`config.mk`:
```
export PLATFORM = sky130hd
export DESIGN_NAME = pulse_shrinker
export DESIGN_NICKNAME = d
export VERILOG_FILES = /design/src/rtl/pulse_pkg.sv /design/src/rtl/bit_sync.sv /design/src/rtl/pulse_shrinker.sv
export SDC_FILE = /design/constraint.sdc
export NUM_CORES = 1
export LEC_CHECK = 0
export CAP_MARGIN = 20
export CELL_PAD_IN_SITES_DETAIL_PLACEMENT = 0
export CELL_PAD_IN_SITES_GLOBAL_PLACEMENT = 2
export CORE_MARGIN = 5
export CORE_UTILIZATION = 29
export CTS_BUF_LIST = sky130_fd_sc_hd__clkbuf_16
export DETAILED_ROUTE_END_ITERATION = 6
export PLACE_DENSITY_LB_ADDON = 0.2
export SETUP_SLACK_MARGIN = 0.05
export SLEW_MARGIN = 20
export SYNTH_ARGS = -nofsm -noshare
export SYNTH_HDL_FRONTEND = slang
export SYNTH_HIERARCHICAL = 1
export SYNTH_SLANG_ARGS = --single-unit
```
`constraint.sdc`:
```
create_clock -name clk -period 2 [get_ports clk]
set_input_delay 0.3 -clock clk [delete_from_list [all_inputs] [get_ports clk]]
set_output_delay 0.3 -clock clk [all_outputs]
set_load 0.005 [all_outputs]
```
`src/rtl/pulse_pkg.sv`:
```
// Shared types and helpers for the pulse shrinker.
package pulse_pkg;

  typedef enum logic [1:0] {
    IDLE    = 2'd0,
    HIGH    = 2'd1,
    LOCKOUT = 2'd2
  } ps_state_e;

  // Bits needed to hold a count from 0 up to and including max_val.
  function automatic int width_clog2(input int max_val);
    return $clog2(max_val + 1);
  endfunction

endpackage

```
`src/rtl/bit_sync.sv`:
```
// Single-bit synchroniser chain. Every flop resets to 1, so a line that is
// high when reset is released does not present a fresh rising edge.
// STAGES=0 makes the block a wire.
module bit_sync #(
  parameter int STAGES = 2
) (
  input  logic clk,
  input  logic rst,
  input  logic d,
  output logic q
);

  generate
    if (STAGES == 0) begin : g_bypass
      assign q = d;
    end else begin : g_chain
      for (genvar gi = 0; gi < STAGES; gi++) begin : g_stage
        logic stage_reg;
        if (gi == 0) begin : g_first
          // First stage captures the raw input.
          always_ff @(posedge clk) begin
            if (rst) stage_reg <= 1'b1;
            else     stage_reg <= d;
          end
        end else begin : g_next
          // Later stages shift the previous stage along.
          always_ff @(posedge clk) begin
            if (rst) stage_reg <= 1'b1;
            else     stage_reg <= g_stage[gi-1].stage_reg;
          end
        end
      end
      assign q = g_stage[STAGES-1].stage_reg;
    end
  endgenerate

endmodule

```
`src/rtl/pulse_shrinker.sv`:
```
// Measures the high width of a stretched input pulse and compresses an
// accepted pulse back into a one-cycle strobe with its width alongside.
// Pulses shorter than MIN_WIDTH flag err_short; pulses longer than
// MAX_WIDTH flag err_long and are then ignored until the input drops.
module pulse_shrinker
  import pulse_pkg::*;
#(
  parameter int MIN_WIDTH   = 4,
  parameter int MAX_WIDTH   = 16,
  parameter int SYNC_STAGES = 2,
  parameter int CNT_W       = width_clog2(MAX_WIDTH)
) (
  input  logic             clk,
  input  logic             rst,
  input  logic             pin,
  output logic             pout,
  output logic [CNT_W-1:0] width,
  output logic             width_valid,
  output logic             err_short,
  output logic             err_long
);

  localparam logic [CNT_W-1:0] MIN_C = CNT_W'(MIN_WIDTH);
  localparam logic [CNT_W-1:0] MAX_C = CNT_W'(MAX_WIDTH);

  logic             pin_s;
  logic             pin_d_reg;

  ps_state_e        state_reg, state_next;
  logic [CNT_W-1:0] cnt_reg, cnt_next;
  logic [CNT_W-1:0] width_reg, width_next;
  logic             pout_reg, pout_next;
  logic             err_short_reg, err_short_next;
  logic             err_long_reg, err_long_next;

  bit_sync #(
    .STAGES(SYNC_STAGES)
  ) u_sync (
    .clk(clk),
    .rst(rst),
    .d  (pin),
    .q  (pin_s)
  );

  // Edge-detect delay; resets high so a level already present is not an edge.
  always_ff @(posedge clk) begin
    if (rst) pin_d_reg <= 1'b1;
    else     pin_d_reg <= pin_s;
  end

  // State, counter and registered outputs.
  always_ff @(posedge clk) begin
    if (rst) begin
      state_reg     <= IDLE;
      cnt_reg       <= '0;
      width_reg     <= '0;
      pout_reg      <= 1'b0;
      err_short_reg <= 1'b0;
      err_long_reg  <= 1'b0;
    end else begin
      state_reg     <= state_next;
      cnt_reg       <= cnt_next;
      width_reg     <= width_next;
      pout_reg      <= pout_next;
      err_short_reg <= err_short_next;
      err_long_reg  <= err_long_next;
    end
  end

  // Next-state and flag decode; flags default low so each is one cycle wide.
  always_comb begin
    state_next     = state_reg;
    cnt_next       = cnt_reg;
    width_next     = width_reg;
    pout_next      = 1'b0;
    err_short_next = 1'b0;
    err_long_next  = 1'b0;
    unique case (state_reg)
      IDLE: begin
        if (pin_s && !pin_d_reg) begin
          cnt_next   = CNT_W'(1);
          state_next = HIGH;
        end
      end
      HIGH: begin
        if (pin_s) begin
          if (cnt_reg == MAX_C) begin
            // One sample beyond the limit: give up on this pulse.
            err_long_next = 1'b1;
            state_next    = LOCKOUT;
          end else begin
            cnt_next = cnt_reg + CNT_W'(1);
          end
        end else begin
          width_next = cnt_reg;
          state_next = IDLE;
          if (cnt_reg >= MIN_C) pout_next      = 1'b1;
          else                  err_short_next = 1'b1;
        end
      end
      LOCKOUT: begin
        // Wait silently for the over-long pulse to end.
        if (!pin_s) state_next = IDLE;
      end
      default: state_next = IDLE;
    endcase
  end

  assign pout        = pout_reg;
  assign width_valid = pout_reg;
  assign width       = width_reg;
  assign err_short   = err_short_reg;
  assign err_long    = err_long_reg;

endmodule

```
==> impl_metrics.csv <==
group,metric,value,unit
finish,final_common_cell,"dfxtp_1",
die,fp-row-count,18,
global_route,grt_pass1_wl,2.86,mm
power,p_int,638,uW
finish,fin_cells,127,
die,dieArea,3660,um^2
critical_path,cp_max_fo,6,
run_status,outcome,"completed",
clocking,holdBufCountCts,0,
drt,vias,646,
power,finalPower,791,uW
critical_path,crit_path_top_delay_cell,"dfxtp_1",
die,dieHeight,60.5,um
power,powerDensity,833,nW/um^2
timing,fmax,607,MHz
critical_path,r2r-end,"cnt_reg[0]",
power,vdd_drop_max,0.375,mV
finish,nNetsFinal,104,
logic_synthesis,syn_avg_cell_area,8.60,um^2
logic_synthesis,syn_inst,86,
timing,worstMarginPinSlew,0.403,ns
clocking,cts_tree,"yes",
critical_path,crit_family,"simple AND/OR/NAND/NOR gates",
critical_path,r2r.worst_path.cells,6,
place,portBuffers,11,
critical_path,worstSetupStartpointType,"flop",
clocking,post-cts-setup-buffers,0,
logic_synthesis,syn_nets,91,
power,power_frac_comb,0.034,
logic_synthesis,synthMuxAreaShare,0.0152,
power,switching_share,0.193,
critical_path,required,2.12,ns
logic_synthesis,yosys.area_share.simple,0.269,
timing,period_needed,1.65,ns
timing,relSlewSlack,0.730,
critical_path,r2r_slack,0.35,ns
timing,fin_tns_setup,0,ns
drt,drtIter0Drc,13,
critical_path,rr_startpoint,"cnt_reg[0]",
timing,finalWorstSetupSlack,0.352,ns
critical_path,crit_chain,"inv_1, ha_1, and4bb_2, or4_1, o21ai_0, a211oi_1",
min_path,holdPathStages,1,
timing,finalSetupViolCount,0,
power,clkPwrFrac,0.499,
flow_run,cap_violations,0,
global_route,grt_antenna_before_repair,0,
clocking,cts_buffer_depth,2,
logic_synthesis,ys_seq_area_frac,0.487,
critical_path,cp_num_buf_inv,1,
finish,final_layout_size_suffix_gt1_frac,0.0619,
power,switchingPower,153,uW
finish,syn2layout_area_growth,28.4,%
drt,wirelength,1.69,mm
place,place_ws,0.360,ns
clocking,htreeDepth,1,
clocking,cts-root-buf,"clkbuf_16",
die,io_pins,12,
finish,layout_common_cells,"18 x dfxtp_1, 11 x nor2_1, 11 x clkdlybuf4s50_1, 9 x nand2_1, 7 x o21ai_0",
min_path,hold_class,"reg2reg",
global_route,grt_pass1_vias,593,
finish,diodes,0,
power,seqPwrFrac,0.467,
timing,holdWs,0.434,ns
clocking,cts_resized,0,
drt,viasPerCell,5.09,
critical_path,crit_arrival,1.77,ns
logic_synthesis,synth_seq_cells,18,
global_route,grt_usage,0.106,
timing,rsz0062_at_grt,"false",
logic_synthesis,synthXorXnorAreaFrac,0,
logic_synthesis,synth_warnings,6,
critical_path,crit_type,"reg2reg",
logic_synthesis,ys_types,27,
die,start_util,0.301,
clocking,clk_pin_slew,0.05,ns
clocking,cts_sinks,18,
power,leakage,0.318,nW
min_path,hold_start,"u_sync/g_chain.g_stage[0].stage_reg",
drt,wl_per_cell,13.3,um
timing,clock_skew,0.00161,ns
place,place_inst,124,
timing,slew_viol_final,0,
global_route,grt_max_degree,15,
logic_synthesis,synth_top_family_by_area,"simple AND/OR/NAND/NOR gates",
place,dp_hpwl,1.23,mm
drt,drt-pass1-iter-count,3,
global_route,grt.overflow.total,0,
critical_path,end_kind,"flop",
clocking,cts_inserted_buffers,3,
critical_path,critPathMaxStageDelay,0.41,ns
min_path,min_delay_worst_endpoint,"u_sync/q",
die,core,2450,um^2
die,fp.dieW,60.5,um
drt,drc,0,
logic_synthesis,synth_area,739,um^2
timing,hold_violations,0,
place,globalplace.congestion,0.720,
drt,drtAntennaViolNets,0,
logic_synthesis,synth_compound_area_frac,0.147,
clocking,clk_latency,0.25,ns
timing,finalCritPeriodShare,0.824,
logic_synthesis,synthAdderAreaFrac,0.0338,
final cells by class:
| cell class | instances | area [um^2] |
|---|---|---|
| sequential | 18 | 360 |
| tap | 30 | 37.5 |
| inverter | 4 | 15.0 |
| clock buffer | 3 | 75.1 |
| multi-input combinational | 60 | 344 |
| fill | 255 | 1510 |
| timing repair buffer | 12 | 118 |
Yosys cell counts, drive strengths merged:
cell type	n	area, um^2
inv	4	15.0
or3	1	6.26
ha	2	25.0
a211oi	2	15.0
mux2	1	11.3
nand4bb	2	22.5
dfxtp	18	360
nor4	1	6.26
o41ai	1	8.76
and4bb	1	12.5
nand2b	1	6.26
o21ai	7	35.0
a31oi	2	12.5
buf	2	12.5
nor3	4	20.0
a21oi	6	30.0
or2	3	18.8
nand2	9	33.8
nor2	11	41.3
nor3b	1	7.51
clkbuf	2	7.51
or4	1	7.51
o21a	1	7.51
and3	1	6.26
nand3	2	10.0
layer usage:
| metal | up-vias | GRT usage | wire length [um] |
|---|---|---|---|
| li1 | 323 | - | - |
| met1 | 309 | 0.150 | 891 |
| met2 | 10 | 0.147 | 686 |
| met3 | 4 | 0.0383 | 84 |
| met4 | 0 | 0.0372 | 24 |
| met5 | - | 0 | 0 |
worst max path at each step:
stage / startpoint / end / cells after the start
floorplan: cnt_reg[0] / cnt_reg[0] / 6
CTS: cnt_reg[0] / cnt_reg[0] / 6
detailed placement: cnt_reg[0] / cnt_reg[0] / 6
finish: cnt_reg[0] / cnt_reg[0] / 6
global route: cnt_reg[0] / cnt_reg[2] / 6
global placement: u_sync/q / cnt_reg[4] / 4
power groups by stage:
| stage | combinational, mW | sequential [mW] | clock, mW |
|---|---|---|---|
| 5_1_grt | 0.0309 | 0.370 | 0.416 |
| 3_5_place_dp | 0.0274 | 0.377 | 0 |
| 2_1_floorplan | 0.0180 | 0.374 | 0 |
| 3_3_place_gp | 0.0278 | 0.377 | 0 |
| 4_1_cts | 0.0275 | 0.370 | 0.395 |
| 6_report | 0.0272 | 0.370 | 0.395 |
logic make-up after synthesis:
kind of cell | Yosys count
AND/OR/NAND/NOR | 38
AO/OA/AOI/OAI | 19
flip-flops | 18
buffers and inverters | 8
adder cells (fa/ha/maj) | 2
multiplexers | 1
worst register-to-register path: cells and delay by family, from the launching register on:
kind | cells | cell delay, ns
AOI/OAI and AO/OA | 2 | 0.19
and+or+nand+nor | 2 | 0.64
buffers and inverters | 1 | 0.08
DFF | 1 | 0.41
adders and majority gates | 1 | 0.21
stage by stage:
stage / util / instance area [um^2]
2_1_floorplan: - / 739
6_report: 0.387 / 950
4_1_cts: 0.387 / 950
3_3_place_gp: 0.356 / 875
3_5_place_dp: 0.356 / 875
5_1_grt: 0.387 / 950
(Power assumes the default switching activity.)
==> patch 1, RTL diff (same flow settings) <==
`MAX_WIDTH`: 16 -> 20.
--- a/src/rtl/pulse_shrinker.sv
+++ b/src/rtl/pulse_shrinker.sv
@@ -6,7 +6,7 @@
   import pulse_pkg::*;
 #(
   parameter int MIN_WIDTH   = 4,
-  parameter int MAX_WIDTH   = 16,
+  parameter int MAX_WIDTH   = 20,
   parameter int SYNC_STAGES = 2,
   parameter int CNT_W       = width_clog2(MAX_WIDTH)
 ) (
Function: same outputs for any inputs over 10 cycles, from zero or initial values and one cycle with rst high; that may be too few to reach the edited logic, so the function may still have changed.
==> patch 1 against the unedited design <==
  * Final area up 2.8%
  * Sequential cell count unchanged
  * Largest power group unchanged
  * Non-clock buffer count unchanged
  * Routed wire length down 13%
  * Worst setup slack better by 0.23 ns
  * First-iteration DRC count down 31%
  * Synthesized cell count down 13%
  * Clock power about the same
  * Critical endpoint is now cnt_reg[4]
  * Count of clock-buffer cells in the layout unchanged
  * Synthesized area up 3.0%
  * Power about the same
==> patch 1: results (changes against the unedited design) <==
stage,metric,value,unit,change
power,Max IR drop VDD,306,µV,-19%
setup_path,reg-to-reg setup timing slack,0.58,ns,+0.23 ns
global_routing,first-pass GRT wire length,2.55,mm,-11%
global_routing,total track usage,0.0954,,-0.0102
run_status,status,finished clean,,
synth,Commonest cells post-synth,"dfxtp_1 (18), inv_1 (7), nor2_1 (6), mux2i_1 (5)",,
placement,placed cell area,897,µm²,+2.6%
global_routing,number of global-route vias before repair,563,,-5.1%
drt,DRT iter0 DRCs,9,,-4
finish,non-clk buf share,0.121,,-0.00333
synth,mux contribution to synthesized area,0.0657,,+0.0505
timing,Final min period,1.42,ns,-0.229 ns
finish,Inverters,7,,+3
finish,proportion of cell area occupied by registers,0.369,,-0.0102
setup_path,FF-to-FF End,cnt_reg[4],,
synth,share of the synthesized area in the top cell type,0.473,,-0.0144
finish,layout cells sized above 1,0.103,,+0.0416
drt,drt pass-1 iters,4,,+1
setup_path,critical path arrival,1.58,ns,-0.19 ns
timing,hold slack,0.404,ns,-0.0306 ns
timing,Slew @ Worst Pin,0.558,ns,+0.155 ns
finish,nets,93,,-11%
synth,Synth Net Count,80,,-12%
finish,Layout clock area frac,0.0808,,+0.00172
synth,Synth Instances,75,,-13%
finish,area grow syn2layout,28.1,%,
placement,Final HPWL DP,1.06,mm,-14%
synth,Yosys cell types,33,,+22%
power,leakage power,0.399,nW,+25%
patch 1: power groups by stage:
stage / logic [mW] / clock network (mW) / registers, mW
CTS: 0.0283 / 0.410 / 0.367
global route: 0.0312 / 0.423 / 0.368
floorplan: 0.0174 / 0 / 0.374
global placement: 0.0294 / 0 / 0.375
detailed placement: 0.0283 / 0 / 0.375
finish: 0.0278 / 0.396 / 0.368
patch 1: cell families after synthesis:
kind of cell | Yosys count
flops | 18
buf+inv | 11
mux | 5
fa+ha+maj | 2
compound gates | 9
simple gates | 30
patch 1: per-layer routing:
| layer | global-route usage | part of all wire | vias up |
|---|---|---|---|
| li1 | - | - | 290 |
| met1 | 0.116 | 0.49 | 274 |
| met2 | 0.145 | 0.42 | 12 |
| met3 | 0.0273 | 0.060 | 5 |
| met4 | 0.0650 | 0.029 | 0 |
| met5 | 0 | 0 | - |
patch 1: worst max-delay path: stages (launching register included):
cell and delay (ns):
dfxtp_1 0.34, inv_1 0.09, ha_1 0.18, nand4b_4 0.13
o2111a_2 0.34, a311oi_1 0.25
==> patch 2, RTL diff (same settings) <==
Without the edit above. Put one more register stage on the output `err_short`, cleared by the reset. The value now appears one clock later. The other outputs are not delayed to match.
--- a/src/rtl/pulse_shrinker.sv
+++ b/src/rtl/pulse_shrinker.sv
@@ -109,7 +109,13 @@
   assign pout        = pout_reg;
   assign width_valid = pout_reg;
   assign width       = width_reg;
-  assign err_short   = err_short_reg;
+  always_ff @(posedge clk) begin
+    if (rst) begin
+      err_short <= '0;
+    end else begin
+      err_short <= err_short_reg;
+    end
+  end
   assign err_long    = err_long_reg;
 
 endmodule
Function: changed (Yosys sat finds a counterexample within 10 cycles, from zero or initial values and one cycle with rst high).
==> patch 2 against the unedited design <==
  * Synthesized cell count fell by 2.3%
  * Clock skew barely moved
  * Synthesized area rose by 7.3%
  * First-iteration DRC count fell by 15%
  * Routed wire length rose by 1.9%
  * Sequential power rose by 5.7%
  * Final area rose by 4.0%
  * Sequential cell count rose by 1
  * Worst setup slack improved by 0.12 ns
  * Non-clock buffer count did not move
  * Power rose by 3.2%
  * Via count fell by 0.46%
  * Critical path type unchanged
  * Largest power group unchanged
  * Highest routed layer unchanged
==> patch 2: results (changes against the unedited design) <==
stage,metric,value,unit,change
run_status,status,finished clean,,
power,Max IR drop VDD,502,µV,+34%
global_routing,first-pass GRT wire length,2.98,mm,+4.3%
timing,Worst Clk Skew,0.00187,ns,+0.000257 ns
placement,placed cell area,908,µm²,+3.9%
global_routing,number of global-route vias before repair,647,,+9.1%
drt,routed wl met2,753,µm,+9.8%
drt,highest routing layer actually used,met4,,
drt,drt pass-1 iters,4,,+1
setup_path,CP Max Fanout,8,,+2
synth,Synth Warn #,6,,unchanged
placement,Final HPWL DP,1.18,mm,-3.6%
clock_tree,root buffer cell,clkbuf_16,,
timing,fin crit share,0.762,,-0.0624
synth,"Seq/Total Area, Yosys",0.479,,-0.00781
synth,Post-Synth Adder-Cell Area,0.0315,,-0.00230
min_path,worst hold path cell count,1,,unchanged
finish,nets,99,,-4.8%
drt,drt wl/cell,13.9,µm,+4.4%
power,leakage power,0.331,nW,+3.9%
synth,post-synthesis compound-gate area fraction,0.197,,+0.0500
global_routing,largest net degree at the start of global routing,17,,+2
global_routing,GRT met2 Usage,0.140,,-0.00671
drt,met3 wire length,72,µm,-14%
synth,Synth Instances,84,,-2.3%
synth,fraction of registers with async set or reset after synthesis,0,,unchanged
synth,mux contribution to synthesized area,0,,-0.0152
finish,Non-Filler Instances,124,,-2.4%
synth,Synth Area in XOR/XNOR,0,,unchanged
drt,total number of vias,643,,-0.46%
global_routing,total track usage,0.0946,,-0.0109
power,pwr/cell area,828,nW/µm²,-0.70%
finish,layout cells sized above 1,0.0645,,+0.00266
timing,Slew Limit Headroom,0.678,,-0.0523
global_routing,met1 usage,0.124,,-0.0258
setup_path,CP max stage delay,0.42,ns,
synth,Commonest cells post-synth,"dfxtp_1 (19), a21oi_1 (7), nand2_1 (7), o21ai_1 (6), inv_1 (4)",,
setup_path,"CP delay by family, top",compound AO/OA/AOI/OAI gates,,
synth,Synth Net Count,89,,-2.2%
synth,Yosys cell types,29,,+7.4%
setup_path,critical path arrival,1.67,ns,-0.10 ns
drt,DRT iter0 DRCs,11,,-2
placement,GPL Wtd Cong,0.758,,+5.2%
placement,worst slack at placement,0.496,ns,+0.136 ns
global_routing,met3 Use GR,0.0270,,-0.0113
finish,final-layout fill cell count,268,,+5.1%
synth,Synth area leaders,"dfxtp_1 (48%), a21oi_1 (4.4%), o21ai_1 (3.8%)",,
drt,wire length on met1,874,µm,-1.9%
-- patch 2: area by class of cell --
type / instances / area share
Clock buffer: 3 / 0.0760
Inverter: 4 / 0.0152
Multi-Input combinational cell: 54 / 0.361
Clock inverter: 1 / 0.00380
Sequential cell: 19 / 0.385
Tap cell: 31 / 0.0393
Timing Repair Buffer: 12 / 0.119
-- patch 2: power breakdown --
part,switching (mW),leakage (nW),internal [mW]
logic,0.0155,0.135,0.0132
clock network,0.132,0.0423,0.265
registers,0.00714,0.154,0.384
total,0.155,0.331,0.662
-- patch 2: path summary, 6_finish.rpt --
kind | start | endpoint | slack (ns)
setup / recovery | cnt_reg[0] | cnt_reg[0] | 0.48
hold / removal | u_sync/g_chain.g_stage[0].stage_reg | u_sync/q | 0.41
setup reg to reg | cnt_reg[0] | cnt_reg[0] | 0.48
hold reg to reg | u_sync/g_chain.g_stage[0].stage_reg | u_sync/q | 0.41
